## src/rtl/pp3_mult_acc.sv

```systemverilog
// Pipelined multiply-accumulate with valid/ready handshake and sticky overflow.
// The product is formed at the input, carried down the pipe, and accumulated in the last stage.
module pp3_mult_acc #(
    parameter int A_WIDTH     = 16,
    parameter int B_WIDTH     = 16,
    parameter int ACC_WIDTH   = 40,
    parameter int PIPE_STAGES = 2
) (
    input  logic                 CLK,
    input  logic                 RST,
    input  logic [A_WIDTH-1:0]   Amult,
    input  logic [B_WIDTH-1:0]   Bmult,
    input  logic                 Signed,
    input  logic                 Acc_en,
    input  logic                 Acc_clr,
    input  logic                 Valid_in,
    output logic                 Ready_out,
    output logic [ACC_WIDTH-1:0] Cmult,
    output logic                 Valid_out,
    input  logic                 Ready_in,
    output logic                 Ovf
);

    localparam int PW   = A_WIDTH + B_WIDTH;
    localparam int NREG = (PIPE_STAGES > 1) ? PIPE_STAGES - 1 : 1;
    localparam logic [ACC_WIDTH-1:0] EXT_MASK = {ACC_WIDTH{1'b1}} << PW;

    if (A_WIDTH < 2 || A_WIDTH > 32) begin : g_bad_a
        $error("pp3_mult_acc: A_WIDTH must be in 2..32");
    end
    if (B_WIDTH < 2 || B_WIDTH > 32) begin : g_bad_b
        $error("pp3_mult_acc: B_WIDTH must be in 2..32");
    end
    if (ACC_WIDTH < PW) begin : g_bad_acc
        $error("pp3_mult_acc: ACC_WIDTH must be >= A_WIDTH+B_WIDTH");
    end
    if (PIPE_STAGES < 1 || PIPE_STAGES > 4) begin : g_bad_pipe
        $error("pp3_mult_acc: PIPE_STAGES must be in 1..4");
    end

    typedef struct packed {
        logic                 vld;
        logic                 sgn;
        logic                 acc_en;
        logic                 acc_clr;
        logic [ACC_WIDTH-1:0] prod;
    } op_t;

    logic                 advance;
    logic [PW-1:0]        a_ext;
    logic [PW-1:0]        b_ext;
    logic [PW-1:0]        prod_raw;
    op_t                  op_in;
    op_t                  op_head;
    logic [ACC_WIDTH-1:0] acc_q;
    logic [ACC_WIDTH:0]   sum;
    logic                 add_ovf;

    assign advance   = !(Valid_out && !Ready_in);
    assign Ready_out = advance;

    // Extending both operands to the full product width makes one multiply serve both modes.
    always_comb begin
        a_ext          = {{B_WIDTH{Signed & Amult[A_WIDTH-1]}}, Amult};
        b_ext          = {{A_WIDTH{Signed & Bmult[B_WIDTH-1]}}, Bmult};
        prod_raw       = a_ext * b_ext;
        op_in.vld      = Valid_in;
        op_in.sgn      = Signed;
        op_in.acc_en   = Acc_en;
        op_in.acc_clr  = Acc_clr;
        op_in.prod     = ACC_WIDTH'(prod_raw) |
                         ((Signed && prod_raw[PW-1]) ? EXT_MASK : '0);
    end

    if (PIPE_STAGES > 1) begin : g_pipe
        op_t stage_q [NREG];

        always_ff @(posedge CLK) begin
            if (RST) begin
                for (int i = 0; i < NREG; i++) begin
                    stage_q[i] <= '0;
                end
            end else if (advance) begin
                stage_q[0] <= op_in;
                for (int i = 1; i < NREG; i++) begin
                    stage_q[i] <= stage_q[i-1];
                end
            end
        end

        assign op_head = stage_q[NREG-1];
    end else begin : g_nopipe
        assign op_head = op_in;
    end

    always_comb begin
        sum     = {1'b0, acc_q} + {1'b0, op_head.prod};
        add_ovf = 1'b0;
        if (op_head.sgn) begin
            add_ovf = (acc_q[ACC_WIDTH-1] == op_head.prod[ACC_WIDTH-1]) &&
                      (sum[ACC_WIDTH-1] != acc_q[ACC_WIDTH-1]);
        end else begin
            add_ovf = sum[ACC_WIDTH];
        end
    end

    // Final stage reads acc_q written on the previous edge, so back-to-back adds chain.
    always_ff @(posedge CLK) begin
        if (RST) begin
            acc_q     <= '0;
            Cmult     <= '0;
            Valid_out <= 1'b0;
            Ovf       <= 1'b0;
        end else if (advance) begin
            Valid_out <= op_head.vld;
            if (op_head.vld) begin
                if (!op_head.acc_en) begin
                    Cmult <= op_head.prod;
                end else if (op_head.acc_clr) begin
                    acc_q <= op_head.prod;
                    Cmult <= op_head.prod;
                    Ovf   <= 1'b0;
                end else begin
                    acc_q <= sum[ACC_WIDTH-1:0];
                    Cmult <= sum[ACC_WIDTH-1:0];
                    Ovf   <= Ovf | add_ovf;
                end
            end
        end
    end

endmodule
```

## config.mk

```make
export PLATFORM = sky130hd
export DESIGN_NAME = pp3_mult_acc
export DESIGN_NICKNAME = d
export VERILOG_FILES = /design/src/rtl/pp3_mult_acc.sv
export SDC_FILE = /design/constraint.sdc
export NUM_CORES = 1
export LEC_CHECK = 0
export ABC_CLOCK_PERIOD_IN_PS = 9300
export CAP_MARGIN = 10
export CORE_ASPECT_RATIO = 1.4
export CORE_MARGIN = 2
export CORE_UTILIZATION = 30
export DETAILED_ROUTE_END_ITERATION = 16
export GPL_ROUTABILITY_DRIVEN = 0
export MAX_ROUTING_LAYER = met4
export SLEW_MARGIN = 20
export SYNTH_ARGS = -nofsm -noshare
export SYNTH_HDL_FRONTEND = slang
export SYNTH_SLANG_ARGS = --single-unit
```

## constraint.sdc

```tcl
create_clock -name CLK -period 9.3 [get_ports CLK]
set_input_delay 1.86 -clock CLK [delete_from_list [all_inputs] [get_ports CLK]]
set_output_delay 1.86 -clock CLK [all_outputs]
set_load 0.03 [all_outputs]
```

==> results of run 1 <==
## cell families (layout without fill, tap and decap cells)
group	count (synthesis)	count (layout)	synth area share, %
and+or+nand+nor	626	626	17.2
DFF	119	119	15.9
buffers and inverters	405	469	8.82
muxes	9	9	0.521
AOI/OAI and AO/OA	329	329	12.8
xor gates and xnor gates	63	63	3.19
adders and majority gates	405	405	41.6
## layout make-up
type / count / area, µm² / area share [%]
multi-input cells: 1432 / 13000 / 66.7
flip-flops and latches: 119 / 2750 / 14.1
inverters: 317 / 1190 / 6.09
repair buffers: 120 / 1100 / 5.62
well taps: 742 / 928 / 4.75
clock buffers: 19 / 433 / 2.21
clock inverters: 13 / 110 / 0.563
## metrics by stage
| step | area, µm² | setup slack, ns |
|---|---|---|
| 6_report | 19600 | 0.792 |
| 5_1_grt | 19600 | 0.374 |
| 4_1_cts | 19600 | 0.767 |
| 3_5_place_dp | 19000 | 0.299 |
| 3_3_place_gp | 19000 | 0.601 |
| 2_1_floorplan | 17300 | 1.52 |
## worst max-delay path by stage
| stage | startpoint | end | slack (ns) | depth (start not counted) |
|---|---|---|---|---|
| 2_1_floorplan | Signed | g_pipe.stage_q[0][38] | 1.52 | 21 |
| 4_1_cts | Bmult[4] | g_pipe.stage_q[0][31] | 0.77 | 21 |
| 6_report | Bmult[4] | g_pipe.stage_q[0][31] | 0.79 | 21 |
| 3_3_place_gp | Bmult[4] | g_pipe.stage_q[0][31] | 0.60 | 21 |
| 5_1_grt | Bmult[4] | g_pipe.stage_q[0][31] | 0.37 | 21 |
| 3_5_place_dp | Bmult[4] | g_pipe.stage_q[0][31] | 0.30 | 21 |
## sequential cells by signal, summed over array words and instances, names as in the netlist
name and flops:
Cmult 40, Ovf 1, Valid_out 1, acc_q 40, g_pipe.stage_q 37
## power groups by stage
stage	Combinational, µW	Clock [µW]	Sequential, µW
2_1_floorplan	4420	0	832
3_3_place_gp	5750	0	831
3_5_place_dp	5870	0	831
4_1_cts	5910	628	820
5_1_grt	6750	647	832
6_report	5940	616	822
## metal layers
metal	share of wire [%]	up-vias	global-route usage, %
met5	0	-	-
met4	3.3	0	6.50
met3	3.1	91	1.76
met2	54	319	31.9
met1	39	6842	17.7
li1	-	6368	-
## cell usage in the layout, fill, tap and decap left out, types with 21 or more instances in the layout
cell and count:
o21ai_0 33, nor2_1 127, nand2_1 233, fa_1 283
buf_4 39, a211oi_1 34, xnor2_1 42, ha_1 122
dfxtp_1 82, clkdlybuf4s50_1 80, nor3_1 31, inv_1 317
a21oi_1 101, edfxtp_1 37, xor2_1 21, and2_1 132
## worst register-to-register path: cells and delay by family (launching register included)
kind	cells	cell delay, ns
compound gates	5	1.47
simple gates	2	0.50
fa+ha+maj	1	0.46
flops	1	0.45
mux	1	0.23
==> flow_summary.ini, run 1 <==
[setup_path]
r2r-start = g_pipe.stage_q[0][8]
crit_fanout = 17
slowest_delay_ns = 0.76
reg2reg_setup_slack_ns = 6.07
crit_required_ns = 9.44
crit_path_frequent_cell = fa_1
worstReg2RegEnd = Ovf
endpoint_kind = flip-flop
critPathSlowestCell = clkdlybuf4s50_1
crit_chain = clkdlybuf4s50_1 -> and3_1 -> fa_1 -> inv_1 -> fa_1 -> inv_1 -> fa_1 -> fa_1 -> fa_1 -> inv_1 -> fa_1 -> inv_1 -> ha_1 -> a2111oi_0 -> o21ai_1 -> a221oi_1 -> a21oi_1 -> a211oi_1 -> o21ai_1 -> xnor2_1 -> nor2_1
cp_num_buf_inv = 5
crit_type = in -> reg
cp.arrival_ns = 8.65
start_kind = primary input
crit_family = adder cells
r2r_cells = 9

[sta]
fin_setup_tns_ns = 0
clock_skew_ns = 0.00702
rsz0062_at_grt = no
fmax_mhz = 118
min_period_ns = 8.51
period_share_pct = 91.5
hold_viol = 0
fin_hold_ws_ns = 0.449
tightest_slew_ns = 1.02
drv_slew = 0
relSlewSlack_pct = 31.9
setup_violations = 0

[detailed_routing]
drt-total-wl_mm = 47.4
ant_nets = 0
drt-initial-drc-count = 596
vias = 13600
drcViolationCount = 0
viasPerCell = 4.93
firstDrtPassIters = 7
post_drt_wl_per_cell_um = 17.2

[die]
dieArea_mm2 = 0.0597
die_w_um = 207
coreArea_mm2 = 0.0573
dieHeight_um = 288
initial_core_util_pct = 30.2
io_pins = 82
rows = 104

[clock_tree]
cts_setup_buffers = 0
cts_tree = done
root_buffer = clkbuf_16
cts_htree_levels = 4
cts_buffer_depth = 2
clock_latency_ns = 0.43
hold_buffers = 0
clock_sinks = 119
ctsResizeCount = 0
cts_made_buffers = 17
clkTransAtPathRegs_ns = 0.05

[synth]
ys_types = 67
synth_most_common_cell = inv_1
synthTopCellsByCount = 317 x inv_1, 283 x fa_1, 234 x nand2_1
synth_warnings = 0
syn_area_per_cell_um2 = 8.85
yosys.area.top_type = fa_1
ys_seq_elements = 119
ys_seq_area_share_pct = 15.9
synth_edf_count = 37
synth_ff_type = dfxtp_1
async_reset_ff_share_pct = 0
synth_cells = 1956
synthesis.area_mm2 = 0.0173
syn-num-nets = 2400
synth_top_area_share_pct = 32.7
synth_area_leaders = fa_1 33%, dfxtp_1 9.5%, ha_1 8.8%

[global_routing]
grt_antenna_before_repair = 0
grt-ovfl-total = 0
grt_pass1_vias = 14900
grt_usage_pct = 16.8
grt_max_degree = 85
grt_pass1_wl_mm = 77.7

[power]
p_comb_share_pct = 80.5
p_int_uw = 3650
ir_drop_v = 0.000351
seq_power_share_pct = 11.1
netSwitchingFraction_pct = 50.5
leakage_uw = 0.00888
power_uw = 7380
p_sw_uw = 3730
power_frac_clock_pct = 8.4
powerDensity_mw_per_mm2 = 378

[run]
cap_violations = 0

[layout]
fin_util_pct = 34.1
drive_above_1_share_pct = 4.50
nFillCells = 5915
stdcell_count = 2762
syn_to_final_growth_pct = 13.0
diodes = 0
fin_nets = 2451

[worst_hold_path]
hold_path_end = Cmult[10]
worstHoldStart = Cmult[10]
hp-class = reg -> reg
whs_path_depth = 2

[placement]
dpl.hpwl_mm = 38.6
placed_cells = 2730
io_buffers = 81

[status]
status = finished, final reports clean
No activity file was read; power rests on OpenSTA's default activity.
==> inputs of run 2 (changes only) <==
RECOVER_POWER = 25   (was default)
REMOVE_ABC_BUFFERS = 1   (was default)
==> run 2 against run 1 <==
Effect of this change: the run now ends with capacitance limit, slew limit left; critical endpoint unchanged; non-clock buffer count decreased by 5; critical path type unchanged; largest cell class unchanged; maximum frequency increased by 1.2%; highest routed layer unchanged; routed wire length decreased by 4.2%.
==> flow_summary.ini, run 2 (synthesized netlist as in run 1, its figures left out) <==
[status]
status = finished, violations left
violations = capacitance limit, slew limit

[sta]
tightest_slew_ns = 2.50
fin_setup_tns_ns = 0
worst_slack_ns = 0.888
rsz0062_at_grt = no
relSlewSlack_pct = -66.4
min_period_ns = 8.41
fmax_mhz = 119
clock_skew_ns = 0.0115
fin_hold_ws_ns = 0.446
drv_slew = 118
period_share_pct = 90.4
hold_viol = 0
setup_violations = 0

[clock_tree]
cts_htree_levels = 4
cts_tree = done
cts_buffer_depth = 2
cts_setup_buffers = 0
clkTransAtPathRegs_ns = 0.05
root_buffer = clkbuf_16
clock_latency_ns = 0.43
hold_buffers = 0
ctsResizeCount = 0
clock_sinks = 119
cts_made_buffers = 17

[layout]
final_cell_mix = 317 x inv_1, 283 x fa_1, 234 x nand2_1, 128 x and2_1, 127 x nor2_1
drive_above_1_share_pct = 3.92
top_regs = Cmult: 40 flops, acc_q: 40 flops, g_pipe.stage_q: 37 flops
syn_to_final_growth_pct = 12.7
fin_nets = 2446
layout_commonest_cell = inv_1
nFillCells = 5881
final_area_mm2 = 0.0195
diodes = 0

[global_routing]
grt_pass1_wl_mm = 75.3
grt_usage_pct = 16.1
grt_pass1_vias = 14700
grt-ovfl-total = 0
grt_antenna_before_repair = 0
grt_max_degree = 53

[die]
dieArea_mm2 = 0.0597
initial_core_util_pct = 30.2
die_w_um = 207
io_pins = 82
rows = 104
dieHeight_um = 288
coreArea_mm2 = 0.0573

[power]
power_uw = 7020
p_comb_share_pct = 79.6
p_int_uw = 3550
leakage_uw = 0.00891
ir_drop_v = 0.000306
p_sw_uw = 3470
netSwitchingFraction_pct = 49.5
powerDensity_mw_per_mm2 = 360
power_frac_clock_pct = 8.7
seq_power_share_pct = 11.7

[detailed_routing]
firstDrtPassIters = 5
ant_nets = 0
viasPerCell = 4.86
post_drt_wl_per_cell_um = 16.5
drt-initial-drc-count = 659
drcViolationCount = 0
drt-total-wl_mm = 45.4
vias = 13400

[setup_path]
cp.arrival_ns = 8.56
crit_required_ns = 9.45
start_kind = primary input
crit_type = in -> reg
endpoint_kind = flip-flop
crit_fanout = 17

[placement]
dpl.hpwl_mm = 38.1
placed_area_mm2 = 0.0190
place_ws_ns = 0.440
io_buffers = 81

[worst_hold_path]
hp-class = reg -> reg

[run]
cap_violations = 3
## run 2: cell count changes in the layout (fill, tap and decap cells not counted), sizes merged
cell and change:
clkdlybuf4s50 -20, dlygate4sd3 +20, buf -7, clkbuf +4
clkinvlp -3, clkinv +1
## run 2: area by class of cell
| cell class | instances | area, µm² | share of cell area, % |
|---|---|---|---|
| Clock buffer | 21 | 460 | 2.36 |
| Clock inverter | 11 | 81.3 | 0.417 |
| Inverter | 317 | 1190 | 6.10 |
| Multi-Input combinational cell | 1432 | 13000 | 66.8 |
| Sequential cell | 119 | 2750 | 14.1 |
| Tap cell | 742 | 928 | 4.76 |
| Timing Repair Buffer | 115 | 1050 | 5.40 |
## run 2: metal layers
| layer | part of all wire, % | global-route usage (%) |
|---|---|---|
| met5 | 0 | - |
| met4 | 4.0 | 7.21 |
| met3 | 2.4 | 1.45 |
| met2 | 54 | 30.6 |
| met1 | 39 | 16.8 |
## run 2: critical path: stages
cell             delay (ns)
clkdlybuf4s50_1        0.76
and3_1                 0.34
fa_1                   0.56
inv_1                  0.15
fa_1                   0.50
inv_1                  0.06
fa_1                   0.43
fa_1                   0.52
fa_1                   0.55
inv_1                  0.05
fa_1                   0.48
inv_1                  0.04
ha_1                   0.33
a2111oi_0              0.43
o21ai_1                0.18
a221oi_1               0.30
a21oi_1                0.21
a211oi_1               0.40
o21ai_1                0.14
xnor2_1                0.22
nor2_1                 0.06
## run 2: worst paths after layout
kind	slack, ns	cells after the start	start	to
max reg2reg	5.41	6	Valid_out	Cmult[26]
max	0.89	21	Bmult[4]	g_pipe.stage_q[0][31]
min	0.45	2	Cmult[6]	Cmult[6]
min reg2reg	0.45	2	Cmult[6]	Cmult[6]
## run 2: power by group through the flow
stage / Clock [µW] / Sequential (µW) / Combinational, µW
after floorplan: 0 / 836 / 4390
after global placement: 0 / 828 / 5460
after detailed placement: 0 / 831 / 5620
after CTS: 628 / 820 / 5650
after global routing: 646 / 830 / 6430
final: 611 / 820 / 5590
## run 2: per-stage QoR
| step | std cells | utilization [%] |
|---|---|---|
| 2_1_floorplan | 1868 | - |
| 3_3_place_gp | 2725 | 33.1 |
| 5_1_grt | 2757 | 34.1 |
| 4_1_cts | 2757 | 34.1 |
| 3_5_place_dp | 2725 | 33.1 |
| 6_report | 2757 | 34.1 |
